[config.mk]
export PLATFORM = sky130hd
export DESIGN_NAME = teletype_iot_responder
export DESIGN_NICKNAME = d
export VERILOG_FILES = /design/src/rtl/teletype_iot_responder_pkg.sv /design/src/rtl/teletype_iot_responder_sync_fifo.sv /design/src/rtl/teletype_iot_responder.sv
export SDC_FILE = /design/constraint.sdc
export NUM_CORES = 1
export LEC_CHECK = 0
export ABC_CLOCK_PERIOD_IN_PS = 3600
export BUFFER_PORTS_ARGS = -buffer_cell sky130_fd_sc_hd__buf_4
export CAP_MARGIN = 20
export CORE_UTILIZATION = 46
export DETAILED_ROUTE_END_ITERATION = 8
export PLACE_DENSITY_LB_ADDON = 0.25
export SYNTH_ARGS = -nofsm -noshare
export SYNTH_HDL_FRONTEND = slang
export SYNTH_SLANG_ARGS = --single-unit
[constraint.sdc]
create_clock -name clock -period 3.6 [get_ports clock]
set_clock_uncertainty 0.1 [all_clocks]
set_input_delay 0.72 -clock clock [delete_from_list [all_inputs] [get_ports clock]]
set_output_delay 0.72 -clock clock [all_outputs]
set_load 0.01 [all_outputs]
[src/rtl/teletype_iot_responder_pkg.sv]
// Shared definitions for the console teletype IOT responder.
// Device codes, IOP bit positions and printer FSM states.
package teletype_iot_responder_pkg;

  localparam logic [5:0] DEV_KB_DFLT = 6'o03;
  localparam logic [5:0] DEV_PR_DFLT = 6'o04;

  localparam int IOP1 = 0;
  localparam int IOP2 = 1;
  localparam int IOP4 = 2;

  typedef enum logic [1:0] {
    PR_IDLE,
    PR_SEND,
    PR_WAIT
  } printer_state_t;

endpackage

[src/rtl/teletype_iot_responder_sync_fifo.sv]
// Synchronous FIFO with wrap-bit pointers.
// A push is taken when full if a pop happens in the same clock.
module sync_fifo #(
  parameter int WIDTH = 8,
  parameter int DEPTH = 8
) (
  input  logic             clock,
  input  logic             reset,
  input  logic             push,
  input  logic [WIDTH-1:0] wdata,
  input  logic             pop,
  output logic [WIDTH-1:0] rdata,
  output logic             full,
  output logic             empty
);

  localparam int AW = $clog2(DEPTH);

  logic [WIDTH-1:0] mem_q [DEPTH];
  logic [AW:0]      wr_ptr_q, wr_ptr_d;
  logic [AW:0]      rd_ptr_q, rd_ptr_d;
  logic             do_push, do_pop;

  assign empty = (wr_ptr_q == rd_ptr_q);
  assign full  = (wr_ptr_q[AW] != rd_ptr_q[AW]) &&
                 (wr_ptr_q[AW-1:0] == rd_ptr_q[AW-1:0]);
  assign rdata = mem_q[rd_ptr_q[AW-1:0]];

  always_comb begin
    do_pop   = pop & ~empty;
    do_push  = push & (~full | do_pop);
    wr_ptr_d = wr_ptr_q;
    rd_ptr_d = rd_ptr_q;
    if (do_push) wr_ptr_d = wr_ptr_q + 1'b1;
    if (do_pop)  rd_ptr_d = rd_ptr_q + 1'b1;
  end

  always_ff @(posedge clock or posedge reset) begin
    if (reset) begin
      wr_ptr_q <= '0;
      rd_ptr_q <= '0;
    end else begin
      wr_ptr_q <= wr_ptr_d;
      rd_ptr_q <= rd_ptr_d;
    end
  end

  always_ff @(posedge clock) begin
    if (do_push) mem_q[wr_ptr_q[AW-1:0]] <= wdata;
  end

endmodule

[src/rtl/teletype_iot_responder.sv]
// Console teletype IOT responder: keyboard and printer devices.
// Decodes IOT requests, buffers host keys, streams printer characters.
module teletype_iot_responder
  import teletype_iot_responder_pkg::*;
#(
  parameter int         KB_FIFO_DEPTH = 8,
  parameter int         PRINT_CYCLES  = 16,
  parameter logic [5:0] DEV_KB        = DEV_KB_DFLT,
  parameter logic [5:0] DEV_PR        = DEV_PR_DFLT
) (
  input  logic       clock,
  input  logic       reset,
  input  logic       iot_valid,
  input  logic [5:0] iot_device,
  input  logic [2:0] iot_function,
  input  logic [7:0] iot_dataout,
  output logic       iot_done,
  output logic [7:0] iot_datain,
  output logic       iot_skip,
  output logic       iot_clear_ac,
  output logic       irq,
  input  logic [7:0] kb_data,
  input  logic       kb_valid,
  output logic       kb_ready,
  output logic [7:0] tx_data,
  output logic       tx_valid,
  input  logic       tx_ready,
  output logic       pr_overrun
);

  localparam int CW = $clog2(PRINT_CYCLES + 1);

  logic           done_q, done_d;
  logic [7:0]     datain_q, datain_d;
  logic           skip_q, skip_d;
  logic           clr_q, clr_d;
  logic           kb_flag_q, kb_flag_d;
  logic [7:0]     kb_buf_q, kb_buf_d;
  logic           pr_flag_q, pr_flag_d;
  logic [7:0]     tx_data_q, tx_data_d;
  logic           ovr_q, ovr_d;
  logic [CW-1:0]  cnt_q, cnt_d;
  printer_state_t st_q, st_d;

  logic       kb_acc, pr_acc;
  logic       pr_start, pr_set;
  logic       fifo_pop, fifo_full, fifo_empty;
  logic [7:0] fifo_rdata;

  assign kb_acc = iot_valid & (iot_device == DEV_KB);
  assign pr_acc = iot_valid & (iot_device == DEV_PR);

  assign kb_ready     = ~fifo_full;
  assign iot_done     = done_q;
  assign iot_datain   = datain_q;
  assign iot_skip     = skip_q;
  assign iot_clear_ac = clr_q;
  assign irq          = kb_flag_q | pr_flag_q;
  assign tx_data      = tx_data_q;
  assign tx_valid     = (st_q == PR_SEND);
  assign pr_overrun   = ovr_q;

  sync_fifo #(
    .WIDTH (8),
    .DEPTH (KB_FIFO_DEPTH)
  ) u_kb_fifo (
    .clock (clock),
    .reset (reset),
    .push  (kb_valid & kb_ready),
    .wdata (kb_data),
    .pop   (fifo_pop),
    .rdata (fifo_rdata),
    .full  (fifo_full),
    .empty (fifo_empty)
  );

  always_comb begin
    done_d    = kb_acc | pr_acc;
    datain_d  = '0;
    skip_d    = 1'b0;
    clr_d     = 1'b0;
    kb_flag_d = kb_flag_q;
    kb_buf_d  = kb_buf_q;
    fifo_pop  = 1'b0;

    if (kb_acc) begin
      skip_d = iot_function[IOP1] & kb_flag_q;
      clr_d  = iot_function[IOP2];
      if (iot_function[IOP4]) datain_d = kb_buf_q;
      if (iot_function[IOP2]) kb_flag_d = 1'b0;
    end

    // Reload looks at the registered flag, so a clear always lands first.
    if (!kb_flag_q && !fifo_empty) begin
      fifo_pop  = 1'b1;
      kb_buf_d  = fifo_rdata;
      kb_flag_d = 1'b1;
    end

    if (pr_acc) begin
      skip_d = iot_function[IOP1] & pr_flag_q;
    end
  end

  always_comb begin
    st_d      = st_q;
    cnt_d     = cnt_q;
    tx_data_d = tx_data_q;
    ovr_d     = ovr_q;
    pr_flag_d = pr_flag_q;
    pr_set    = 1'b0;
    pr_start  = pr_acc & iot_function[IOP4];

    unique case (st_q)
      PR_IDLE: begin
        if (pr_start) begin
          st_d      = PR_SEND;
          tx_data_d = iot_dataout;
        end
      end
      PR_SEND: begin
        if (tx_ready) begin
          st_d  = PR_WAIT;
          cnt_d = CW'(PRINT_CYCLES - 1);
        end
      end
      PR_WAIT: begin
        if (cnt_q == '0) begin
          st_d   = PR_IDLE;
          pr_set = 1'b1;
        end else begin
          cnt_d = cnt_q - 1'b1;
        end
      end
      default: st_d = PR_IDLE;
    endcase

    if (pr_start && st_q != PR_IDLE) ovr_d = 1'b1;

    // Set beats clear so a completion is never lost.
    if (pr_acc && iot_function[IOP2]) pr_flag_d = 1'b0;
    if (pr_set) pr_flag_d = 1'b1;
  end

  always_ff @(posedge clock or posedge reset) begin
    if (reset) begin
      done_q    <= 1'b0;
      datain_q  <= '0;
      skip_q    <= 1'b0;
      clr_q     <= 1'b0;
      kb_flag_q <= 1'b0;
      kb_buf_q  <= '0;
      pr_flag_q <= 1'b0;
      tx_data_q <= '0;
      ovr_q     <= 1'b0;
      cnt_q     <= '0;
      st_q      <= PR_IDLE;
    end else begin
      done_q    <= done_d;
      datain_q  <= datain_d;
      skip_q    <= skip_d;
      clr_q     <= clr_d;
      kb_flag_q <= kb_flag_d;
      kb_buf_q  <= kb_buf_d;
      pr_flag_q <= pr_flag_d;
      tx_data_q <= tx_data_d;
      ovr_q     <= ovr_d;
      cnt_q     <= cnt_d;
      st_q      <= st_d;
    end
  end

endmodule

-- Word-level counts from Yosys, hierarchy flattened
Memories as Yosys holds them, arrays and structs flattened. A register that Yosys moved wholly into a read port is not among the register bits.
Cells that the tools add are included.
- add/sub/neg operators: 3
- eq/ne operators: 11
- muxes and demuxes: 22
- bitwise gates (word level): 13
- reduce and logical (&&, ||, !) cells: 17
- operator list (kind ; count):
    $mux W8 ; 2
    $mux W1 ; 13
    $mux W5 ; 2
    $pmux W5 S2 ; 1
    $reduce_bool A2 Y1 ; 5
    $add A4 B1 Y4 const B ; 2
    $and A1 B1 Y1 ; 8
    $eq A6 B2 Y1 const B ; 1
    $eq A6 B3 Y1 const B ; 1
    $mux W2 ; 3
    $ne A2 B2 Y1 const B ; 3
    $pmux W2 S3 ; 1
    $reduce_and A3 Y1 ; 2
    $logic_not A5 Y1 ; 1
    $sub A5 B1 Y5 const B ; 1
    $eq A4 B4 Y1 ; 1
    $logic_and A1 B1 Y1 ; 4
    $reduce_and A2 Y1 ; 2
    $eq A3 B3 Y1 ; 1
    $or A1 B1 Y1 ; 3
    $eq A2 B1 Y1 const B ; 1
    $eq A2 B2 Y1 const B ; 1
    $logic_not A1 Y1 ; 2
    $logic_not A2 Y1 ; 1
    3 further kinds ; 4
- flip-flop bits (word level): 37
- bits in writable memories: 64
- output and inout bits: 23
- logic and storage cells: 79
- memories kept: 1
- memories (name ; words ; width ; rd ports ; clocked after Yosys merged registers in ; write ports ; line ; source):
    u_kb_fifo.mem_q ; 8 ; 8 ; 1 ; 1 ; 1 ; teletype_iot_responder_sync_fifo.sv:19 ; logic [WIDTH-1:0] mem_q [DEPTH];

-- Longest topological paths before layout
Gate-level depths: netlist of the first run.
- depth after elaboration: 9
- depth in mapped cells: 6
- depth with buffers taken out: 6

-- Hierarchy
A second synthesis of the first run with hierarchy kept.
- cell total of the unflattened synthesis: 275
- area, all modules: 4618.2 sq um
- by module, submodules not included (module ; times used ; cells an instance ; area each (sq um)):
    sync_fifo ; 1 ; 152 ; 2987.9
    teletype_iot_responder ; 1 ; 123 ; 1630.3

-- Least setup slack after synthesis of the first run
OpenSTA, ideal clock, no wires.
- kind: reg2reg
- start: reg u_kb_fifo.rd_ptr_q[1]
- end: mem u_kb_fifo.mem_q[0][0] (enable)
- setup time: 0.383 ns
- arrival time: 1.656 ns
- required time: 3.117 ns
- slack: 1.461 ns
- cell stages (with the launch flop): 6
- path buffers: 1
- cell sequence: dfrtp_1 -> clkbuf_8 -> xnor2_1 -> nand4_1 -> nand3_1 -> nor3_1
- elaborated cells between the ends (all ways): 14
- those cells by class: eq/ne: 2; mux: 3; bitwise: 6; reduce/logical: 3
- RTL lines (what ; line ; source):
    from (decl) ; teletype_iot_responder_sync_fifo.sv:21 ; logic [AW:0] rd_ptr_q, rd_ptr_d;
    from (signal assigned) ; teletype_iot_responder_sync_fifo.sv:44 ; rd_ptr_q <= rd_ptr_d;
    $eq A3 B3 Y1 (*) ; teletype_iot_responder_sync_fifo.sv:26 ; (wr_ptr_q[AW-1:0] == rd_ptr_q[AW-1:0]);
    $logic_and A1 B1 Y1 (*) ; teletype_iot_responder_sync_fifo.sv:25 ; assign full = (wr_ptr_q[AW] != rd_ptr_q[AW]) &&
    $not A1 Y1 (*) ; teletype_iot_responder.sv:53 ; assign kb_ready = ~fifo_full;
    named net kb_ready ; teletype_iot_responder.sv:24 ; output logic kb_ready,
    $and A1 B1 Y1 or $or A1 B1 Y1 (tied branches) ; teletype_iot_responder.sv:69, teletype_iot_responder_sync_fifo.sv:31 ;
    $and A1 B1 Y1 (*) ; teletype_iot_responder_sync_fifo.sv:31 ; do_push = push & (~full | do_pop);
    $mux W1 (*) ; teletype_iot_responder_sync_fifo.sv:49 ; if (do_push) mem_q[wr_ptr_q[AW-1:0]] <= wdata;
    $mux W1 (not written as such) (*) ; teletype_iot_responder_sync_fifo.sv:49 ;
    to (decl) ; teletype_iot_responder_sync_fifo.sv:19 ;
The timed path passes the listed nets; every way through them passes the cells marked *.

-- Worst setup path in the final report of the first run
- start: reg u_kb_fifo.rd_ptr_q[2]
- end: out kb_ready
- cells in the longest elaborated chain, start to end: 3
- RTL lines (what ; line):
    $eq A3 B3 Y1 ; teletype_iot_responder_sync_fifo.sv:26
    $logic_and A1 B1 Y1 ; teletype_iot_responder_sync_fifo.sv:25
    $not A1 Y1 ; teletype_iot_responder.sv:53
    to (decl) ; teletype_iot_responder.sv:24
No other way between the ends.

==> results of run 1 <==
where the power goes:
| group | switching, µW | leakage, µW | internal [µW] |
|---|---|---|---|
| Sequential | 114 | 0.00114 | 1560 |
| Clock | 415 | 0.0000858 | 260 |
| Combinational | 487 | 0.000844 | 432 |
| Total | 1020 | 0.00207 | 2250 |
through the flow:
step / power [µW] / cells / utilization [%] / cell area [µm²] / hold WS (ps)
floorplan: 2400 / 265 / - / 4470 / 354
global placement: 2620 / 445 / 53.5 / 4990 / 362
detailed placement: 2640 / 445 / 53.5 / 4990 / 364
CTS: 3310 / 461 / 55.4 / 5170 / 247
global route: 3450 / 461 / 55.4 / 5170 / 262
finish: 3270 / 461 / 55.4 / 5170 / 241
cells in the final DEF (no fill, tap or decap), types with 3 or more instances in the layout:
cell type	netlist	routed
nand2_1	9	9
edfxtp_1	64	64
mux2_2	11	11
clkbuf_8	1	9
buf_4	0	59
ha_1	7	7
dfrtp_1	45	45
nor3_1	4	4
mux4_1	8	8
xor2_1	3	3
and3_1	3	3
nand2b_1	3	3
and2_1	9	9
inv_1	9	8
nand3_1	4	4
a21oi_1	13	13
xnor2_1	7	7
o21ai_0	6	6
mux2i_1	8	8
nor2_1	16	16
mux4_2	8	8
state kept, by name, indices dropped and copies added, names as in the netlist:
name / cells
iot_clear_ac: 1
u_kb_fifo.rd_ptr_q: 4
kb_flag_q: 1
kb_buf_q: 8
pr_overrun: 1
st_q: 2
iot_done: 1
cnt_q: 5
tx_data: 8
u_kb_fifo.mem_q: 64
iot_skip: 1
iot_datain: 8
u_kb_fifo.wr_ptr_q: 4
pr_flag_q: 1
cells by family (layout without fill, tap and decap cells):
kind of cell	Yosys count	in the layout	share of synthesized area, %
buffers and inverters	17	84	2.60
DFF	109	109	68.2
adders and majority gates	7	7	1.96
and+or+nand+nor	58	58	7.62
xor gates and xnor gates	11	11	2.33
muxes	35	35	13.3
AOI/OAI and AO/OA	28	28	3.95
worst max-delay path by stage:
stage,from,endpoint
2_1_floorplan,u_kb_fifo.rd_ptr_q[1],u_kb_fifo.mem_q[0][0]
3_3_place_gp,u_kb_fifo.rd_ptr_q[2],u_kb_fifo.mem_q[5][5]
3_5_place_dp,u_kb_fifo.rd_ptr_q[2],u_kb_fifo.mem_q[3][1]
4_1_cts,u_kb_fifo.rd_ptr_q[2],kb_ready
5_1_grt,u_kb_fifo.rd_ptr_q[2],kb_ready
6_report,u_kb_fifo.rd_ptr_q[2],kb_ready
cell type report:
type                       count  area (µm²)
clock buffer                   9         124
clock inverter                 7        56.3
fill                         754        4160
inverter                       9        33.8
multi-input combinational    139        1300
sequential                   109        3050
tap                          129         161
timing repair buffer          59         443
layer usage:
layer,vias to the layer above,part of all wire (%),GRT usage (%)
met5,-,0,0
met4,0,1.4,7.36
met3,10,3.9,2.57
met2,63,49,27.6
met1,1156,45,22.0
li1,1119,-,-
==> summary.md, run 1 <==
| Metric | Value |
|---|---|
| Pre-CTS WS | 1310 ps |
| R2R depth | 5 |
| Max_cap viols | 0 |
| Clock slew at reported path FFs | 110 ps |
| Crit Path Max Fanout | 11 |
| H-Tree Depth | 3 |
| Fin worst setup slack | 1130 ps |
| DRT antenna net count | 0 |
| Peak VDD IR | 0.321 mV |
| Worst R2R Setup Slack | 1360 ps |
| # hold bufs at CTS | 0 |
| Largest net degree at the start of global routing | 29 |
| Drt wl/cell | 16.5 µm |
| Yosys Warn Count | 0 |
| Critical R2R Launch | u_kb_fifo.rd_ptr_q[2] |
| Tcrit/Tclk final | 68.7% |
| Levels on crit path | 4 |
| Nets | 364 |
| Gr ovfl total | 0 |
| Synth top area cells | edfxtp_1, dfrtp_1, mux4_1 |
| RSZ-0062 raised after global routing | false |
| Row cnt | 35 |
| # clock sinks | 109 |
| Initial antenna violation count | 0 |
| TritonCTS buffer count | 9 |
| Avg Cell Area, Syn | 16.9 µm² |
| Critical path's most frequent cell | buf_4 |
| Die Y | 101 µm |
| Setup TNS | 0 ps |
| Cell with the most instances after synthesis | edfxtp_1 |
| Io pins | 53 |
| Crit Reg-Reg Endpoint | u_kb_fifo.mem_q[5][0] |
| Largest area contributor in the netlist | edfxtp_1 |
| Ratio of cells with drive above 1 in the final layout | 30.7% |
| Nature of the critical path startpoint | flop |
| Number of setup buffers added after CTS | 0 |
| Worst Path Required | 2780 ps |
| Worst setup EP type | primary output |
| Sequential share of the synthesized area | 68.2% |
| Port buffer count | 52 |
| Max Freq | 0.404 GHz |
| CP Buf/Inv Count | 2 |
| Gpl congestion | 0.767 |
| Worst-Skew Late Latency | 370 ps |
| Residual DRC count | 0 |
| Initial core utilization | 47.9% |
| Synth top area share | 43.0% |
| Critical Path AT | 1650 ps |
| Leak pwr | 0.00207 µW |
| CTS tree | built |
| DRT Pass-1 Iters | 4 |
| DRT Wirelength | 7600 µm |
| Status | finished, final reports clean |
| First-pass GRT wire length | 12200 µm |
| Max-slew violation count | 0 |
| Ys async rst share | 41.3% |
| Kind of critical path | reg -> out |
| Power Dens Cells | 632 mW/mm² |
| Syn Nets | 302 |
| FF+latch count, synth | 109 |
| Crit-path cells | buf_4 > xnor2_1 > nand4_1 > buf_4 |
| Die width | 101 µm |
| Worst relative slew slack | 40.9% |
| Least-Margin Pin Slew | 883 ps |
| Synth Flop Type | edfxtp_1 |
| Vias/cell | 5.09 |
| Global-route usage over all layers | 16.6% |
| Top cells by count, synth | edfxtp_1, dfrtp_1, nor2_1 |
| Netlist cell types | 40 |
| P&R area growth vs syn | 15.7% |
| Synthesized area | 0.00447 mm² |
| Core Area | 0.00933 mm² |
| Worst hold path class | in -> async |
| EDFF count, synth | 64 |
| Number of global-route vias before repair | 2386 |
| HPWL Detailed | 5360 µm |
| Diodes inserted | 0 |
| Resized cells post-CTS | 0 |
| Starting DRT DRC Count | 125 |
| Final hold vios | 0 |
| Setup violations, final | 0 |
| Total number of vias | 2348 |
| Family with the most delay on the worst path | buffers and inverters |
| CTS root buffer | clkbuf_8 |
| CP peak stage delay | 370 ps |
| CP max stage cell | dfrtp_1 |
| Minimum clock period after layout | 2470 ps |
| Die ar. | 0.0101 mm² |
| Post-Syn Instances | 265 |
| Worst-case clock buffer depth | 2 |
No activity file was read; power rests on OpenSTA's default activity.
==> inputs of run 2 (changes only) <==
--- a/config.mk
+++ b/config.mk
@@ -5,7 +5,7 @@
 export SDC_FILE = /design/constraint.sdc
 export NUM_CORES = 1
 export LEC_CHECK = 0
-export ABC_CLOCK_PERIOD_IN_PS = 3600
+export ABC_CLOCK_PERIOD_IN_PS = 2210
 export BUFFER_PORTS_ARGS = -buffer_cell sky130_fd_sc_hd__buf_4
 export CAP_MARGIN = 20
 export CORE_UTILIZATION = 46
==> constraint.sdc (replaced) <==
create_clock -name clock -period 2.21 [get_ports clock]
set_clock_uncertainty 0.1 [all_clocks]
set_input_delay 0.442 -clock clock [delete_from_list [all_inputs] [get_ports clock]]
set_output_delay 0.442 -clock clock [all_outputs]
set_load 0.01 [all_outputs]
==> summary.md, run 2 (synthesis results as in run 1) <==
| Metric | Value |
|---|---|
| Total number of vias | 2398 |
| Inst Count DP | 454 |
| Kind of critical path | reg -> reg |
| Clock power frac | 21.0% |
| Vias/cell | 5.10 |
| TritonCTS buffer count | 9 |
| Max_cap viols | 0 |
| DRT antenna net count | 0 |
| Origin of the worst setup path | u_kb_fifo.wr_ptr_q[3] |
| Gr ovfl total | 0 |
| Clock slew at reported path FFs | 110 ps |
| Worst-Skew Late Latency | 370 ps |
| Worst-case clock buffer depth | 2 |
| Die width | 101 µm |
| Worst relative slew slack | 41.3% |
| Ratio of cells with drive above 1 in the final layout | 32.8% |
| Least-Margin Pin Slew | 877 ps |
| Number of global-route vias before repair | 2378 |
| Leak pwr | 0.00212 µW |
| Core Area | 0.00933 mm² |
| Io pins | 53 |
| Internal power | 3770 µW |
| Critical Path AT | 1980 ps |
| Nets | 373 |
| Cell Count, Final, Fillers Out | 470 |
| Die ar. | 0.0101 mm² |
| Setup violations, final | 0 |
| Hold_ws | 103 ps |
| Logic pwr share | 29.9% |
| Switching Share | 31.2% |
| Max Freq | 0.480 GHz |
| # hold bufs at CTS | 0 |
| Starting DRT DRC Count | 92 |
| Power Dens Cells | 1040 mW/mm² |
| Status | finished, final reports clean |
| Design area | 0.00525 mm² |
| Initial core utilization | 47.9% |
| Worst Path Required | 2110 ps |
| # clock sinks | 109 |
| Nature of the critical path startpoint | flop |
| Largest net degree at the start of global routing | 46 |
| CTS tree | built |
| Worst setup EP type | flop |
| Crit Path Max Fanout | 8 |
| Tcrit/Tclk final | 94.3% |
| Residual DRC count | 0 |
| Global-route usage over all layers | 16.4% |
| Max FFs per register | 64 |
| Final hold vios | 0 |
| Peak VDD IR | 0.445 mV |
| Worst hold path class | in -> async |
| Most common cell after layout, fill and taps aside | buf_4 |
| Critical R2R Launch | u_kb_fifo.wr_ptr_q[3] |
| Sequential Power Share | 49.1% |
| Port buffer count | 52 |
| Row cnt | 35 |
| DRT Wirelength | 7680 µm |
| First-pass GRT wire length | 12100 µm |
| Drt wl/cell | 16.3 µm |
| Number of setup buffers added after CTS | 0 |
| Switching pwr | 1710 µW |
| Minimum clock period after layout | 2080 ps |
| Most frequent cells in the layout | buf_4, edfxtp_1, dfrtp_1 |
| HPWL Detailed | 5130 µm |
| Setup TNS | 0 ps |
| Initial antenna violation count | 0 |
| CTS root buffer | clkbuf_8 |
| Resized cells post-CTS | 0 |
| Die Y | 101 µm |
| Crit Reg-Reg Endpoint | u_kb_fifo.mem_q[6][6] |
| DRT Pass-1 Iters | 4 |
| P&R area growth vs syn | 17.5% |
| R2R depth | 4 |
| RSZ-0062 raised after global routing | true |
| Gpl congestion | 0.730 |
| Area after DPL | 0.00506 mm² |
| Critical Path End | u_kb_fifo.mem_q[6][6] |
| H-Tree Depth | 3 |
| Max-slew violation count | 0 |
| Worst R2R Setup Slack | 130 ps |
| Diodes inserted | 0 |
==> run 2: cell types whose count changed in the layout (fill, tap and decap cells not counted) <==
cell / before / now
nor2_2: 0 / 1
clkinvlp_4: 2 / 1
inv_8: 1 / 2
buf_4: 59 / 68
clkinv_8: 0 / 1
inv_6: 2 / 1
nor2_1: 16 / 15
==> run 2: worst min-delay path by stage <==
stage / depth (start not counted) / endpoint / slack [ps]
after floorplan: 1 / iot_datain[0] / 350
after global placement: 1 / pr_overrun / 360
after detailed placement: 1 / pr_overrun / 370
after CTS: 3 / iot_done / 110
after global routing: 3 / tx_data[2] / 130
final: 3 / kb_buf_q[4] / 100
==> run 2: critical path: stages (launching register included) <==
cell	delay (ps)
dfrtp_1	440
xor2_1	190
nand4_1	120
nand3_1	150
nor2_1	700
==> run 2: per-layer routing <==
metal / track usage [%] / wire, µm / vias to the layer above
met1: 21.5 / 3580 / 1175
li1: - / - / 1141
met5: 0 / 0 / -
met3: 3.74 / 321 / 9
met2: 26.7 / 3690 / 73
met4: 6.91 / 89 / 0
==> run 2: power groups by stage <==
stage / logic (µW) / registers (µW) / clock network (µW)
final: 1640 / 2690 / 1150
after global routing: 1800 / 2730 / 1270
after CTS: 1660 / 2690 / 1190
after detailed placement: 1650 / 2740 / 0
after global placement: 1620 / 2720 / 0
after floorplan: 1190 / 2710 / 0
==> run 2: cell type report <==
type / count / area [µm²]
Tap cell: 129 / 161
Inverter: 9 / 33.8
Clock inverter: 7 / 67.6
Multi-Input combinational cell: 139 / 1310
Sequential cell: 109 / 3050
Fill cell: 740 / 4080
Timing Repair Buffer: 68 / 510
Clock buffer: 9 / 124
==> run 2: per-stage QoR <==
step	total power (µW)	util [%]	setup WS, ps
6_report	5480	56.3	127
4_1_cts	5550	56.3	78.1
2_1_floorplan	3910	-	70.5
3_3_place_gp	4340	54.2	181
3_5_place_dp	4390	54.2	118
5_1_grt	5810	56.3	-6.67
==> inputs of run 3 (changes only) <==
--- a/config.mk
+++ b/config.mk
@@ -8,9 +8,10 @@
 export ABC_CLOCK_PERIOD_IN_PS = 2210
 export BUFFER_PORTS_ARGS = -buffer_cell sky130_fd_sc_hd__buf_4
 export CAP_MARGIN = 20
-export CORE_UTILIZATION = 46
+export CORE_UTILIZATION = 30
 export DETAILED_ROUTE_END_ITERATION = 8
 export PLACE_DENSITY_LB_ADDON = 0.25
+export SLEW_MARGIN = 15
 export SYNTH_ARGS = -nofsm -noshare
 export SYNTH_HDL_FRONTEND = slang
 export SYNTH_SLANG_ARGS = --single-unit
==> summary.md, run 3 (synthesis results as in run 1) <==
| Metric | Value |
|---|---|
| Status | finished, final reports clean |
| Worst hold path class | in -> async |
| Power Dens Cells | 1090 mW/mm² |
| Final hold vios | 0 |
| Nets | 376 |
| Minimum clock period after layout | 2000 ps |
| Setup TNS | 0 ps |
| DRT antenna net count | 0 |
| Residual DRC count | 0 |
| Io pins | 53 |
| Leak pwr | 0.00220 µW |
| P&R area growth vs syn | 22.2% |
| DRT Pass-1 Iters | 4 |
| Worst setup EP type | flop |
| Port buffer count | 52 |
| Number of global-route vias before repair | 2439 |
| Max Freq | 0.501 GHz |
| DRT Wirelength | 7880 µm |
| Die Y | 124 µm |
| Worst-Skew Late Latency | 340 ps |
| CTS tree | built |
| Die ar. | 0.0154 mm² |
| Kind of critical path | reg -> reg |
| Gpl congestion | 0.723 |
| Inst Count DP | 512 |
| Setup violations, final | 0 |
| Largest net degree at the start of global routing | 25 |
| Filler instances | 1376 |
| Max_cap viols | 0 |
| Drt wl/cell | 14.9 µm |
| Diodes inserted | 0 |
| Worst Path Required | 2080 ps |
| Resized cells post-CTS | 0 |
| Row cnt | 44 |
| Cell Count, Final, Fillers Out | 528 |
| Least-Margin Pin Slew | 844 ps |
| Nature of the critical path startpoint | flop |
| Critical Path AT | 1860 ps |
| Area after DPL | 0.00516 mm² |
| CTS root buffer | clkbuf_16 |
| Most common cell after layout, fill and taps aside | buf_4 |
| First-pass GRT wire length | 12800 µm |
| Worst-case clock buffer depth | 2 |
| RSZ-0062 raised after global routing | false |
| Peak VDD IR | 0.528 mV |
| Vias/cell | 4.53 |
| HPWL Detailed | 5430 µm |
| Most frequent cells in the layout | buf_4, edfxtp_1, dfrtp_1 |
| Die width | 124 µm |
| # clock sinks | 109 |
| Max FFs per register | 64 |
| Total number of vias | 2392 |
| Design area | 0.00546 mm² |
| Ratio of cells with drive above 1 in the final layout | 33.1% |
| Max-slew violation count | 0 |
| Core Area | 0.0145 mm² |
| Worst relative slew slack | 43.5% |
| TritonCTS buffer count | 9 |
| Number of setup buffers added after CTS | 0 |
| Starting DRT DRC Count | 130 |
| Initial core utilization | 30.7% |
| Crit Path Max Fanout | 8 |
| Gr ovfl total | 0 |
| Global-route usage over all layers | 11.5% |
| H-Tree Depth | 3 |
| Clock slew at reported path FFs | 70 ps |
| Tcrit/Tclk final | 90.3% |
| # hold bufs at CTS | 0 |
| Initial antenna violation count | 0 |
-- run 3: cell count changes in the layout (fill, tap and decap cells not counted), sizes merged --
| cell | previous run | this run |
|---|---|---|
| inv | 11 | 12 |
| buf | 68 | 71 |
| clkbuf | 9 | 11 |
| clkinv | 4 | 1 |
| bufinv | 0 | 1 |
| clkinvlp | 1 | 0 |
-- run 3: cell type report --
| class | instances | area [µm²] | area share, % |
|---|---|---|---|
| Inverter | 9 | 33.8 | 0.619 |
| Multi-Input combinational cell | 139 | 1300 | 23.9 |
| Clock inverter | 5 | 65.1 | 1.19 |
| Timing Repair Buffer | 71 | 546 | 10.0 |
| Sequential cell | 109 | 3050 | 55.8 |
| Tap cell | 184 | 230 | 4.22 |
| Clock buffer | 11 | 233 | 4.26 |
-- run 3: power breakdown --
part	total (µW)	switching [µW]	internal, µW
Combinational	1640	824	812
Sequential	2690	152	2540
Clock	1600	705	894
Total	5920	1680	4240
-- run 3: final timing paths --
kind | slack (ps) | endpoint | start | cells after the start
worst max register to register | 210 | u_kb_fifo.mem_q[6][7] | u_kb_fifo.wr_ptr_q[3] | 4
worst max-delay path | 210 | u_kb_fifo.mem_q[6][7] | u_kb_fifo.wr_ptr_q[3] | 4
max in group asynchronous | 1480 | u_kb_fifo.rd_ptr_q[1] | reset | 3
worst min register to register | 380 | iot_datain[0] | kb_buf_q[0] | 1
min in group clock | 220 | iot_skip | iot_function[0] | 3
worst min-delay path | 30 | tx_data[1] | reset | 2
-- run 3: layer usage --
layer	global-route usage (%)	wire length, µm
met2	18.4	3630
met3	3.43	567
met4	4.24	121
met5	0	0
met1	14.7	3570
-- run 3: stage by stage --
| stage | power (µW) | hold slack [ps] | worst slack, ps | util [%] |
|---|---|---|---|---|
| 6_report | 5920 | 34.8 | 214 | 37.6 |
| 5_1_grt | 6290 | 58.7 | 88.0 | 37.6 |
| 4_1_cts | 6040 | 36.6 | 160 | 37.6 |
| 3_5_place_dp | 4410 | 369 | 173 | 35.5 |
| 3_3_place_gp | 4390 | 364 | 224 | 35.5 |
| 2_1_floorplan | 3910 | 354 | 70.5 | - |
-- run 3: worst max-delay path: stages, from the launching register on --
cell and delay [ps]:
dfrtp_1 420, xor2_1 190, nand4_1 110, nand3_1 140
nor2_1 670
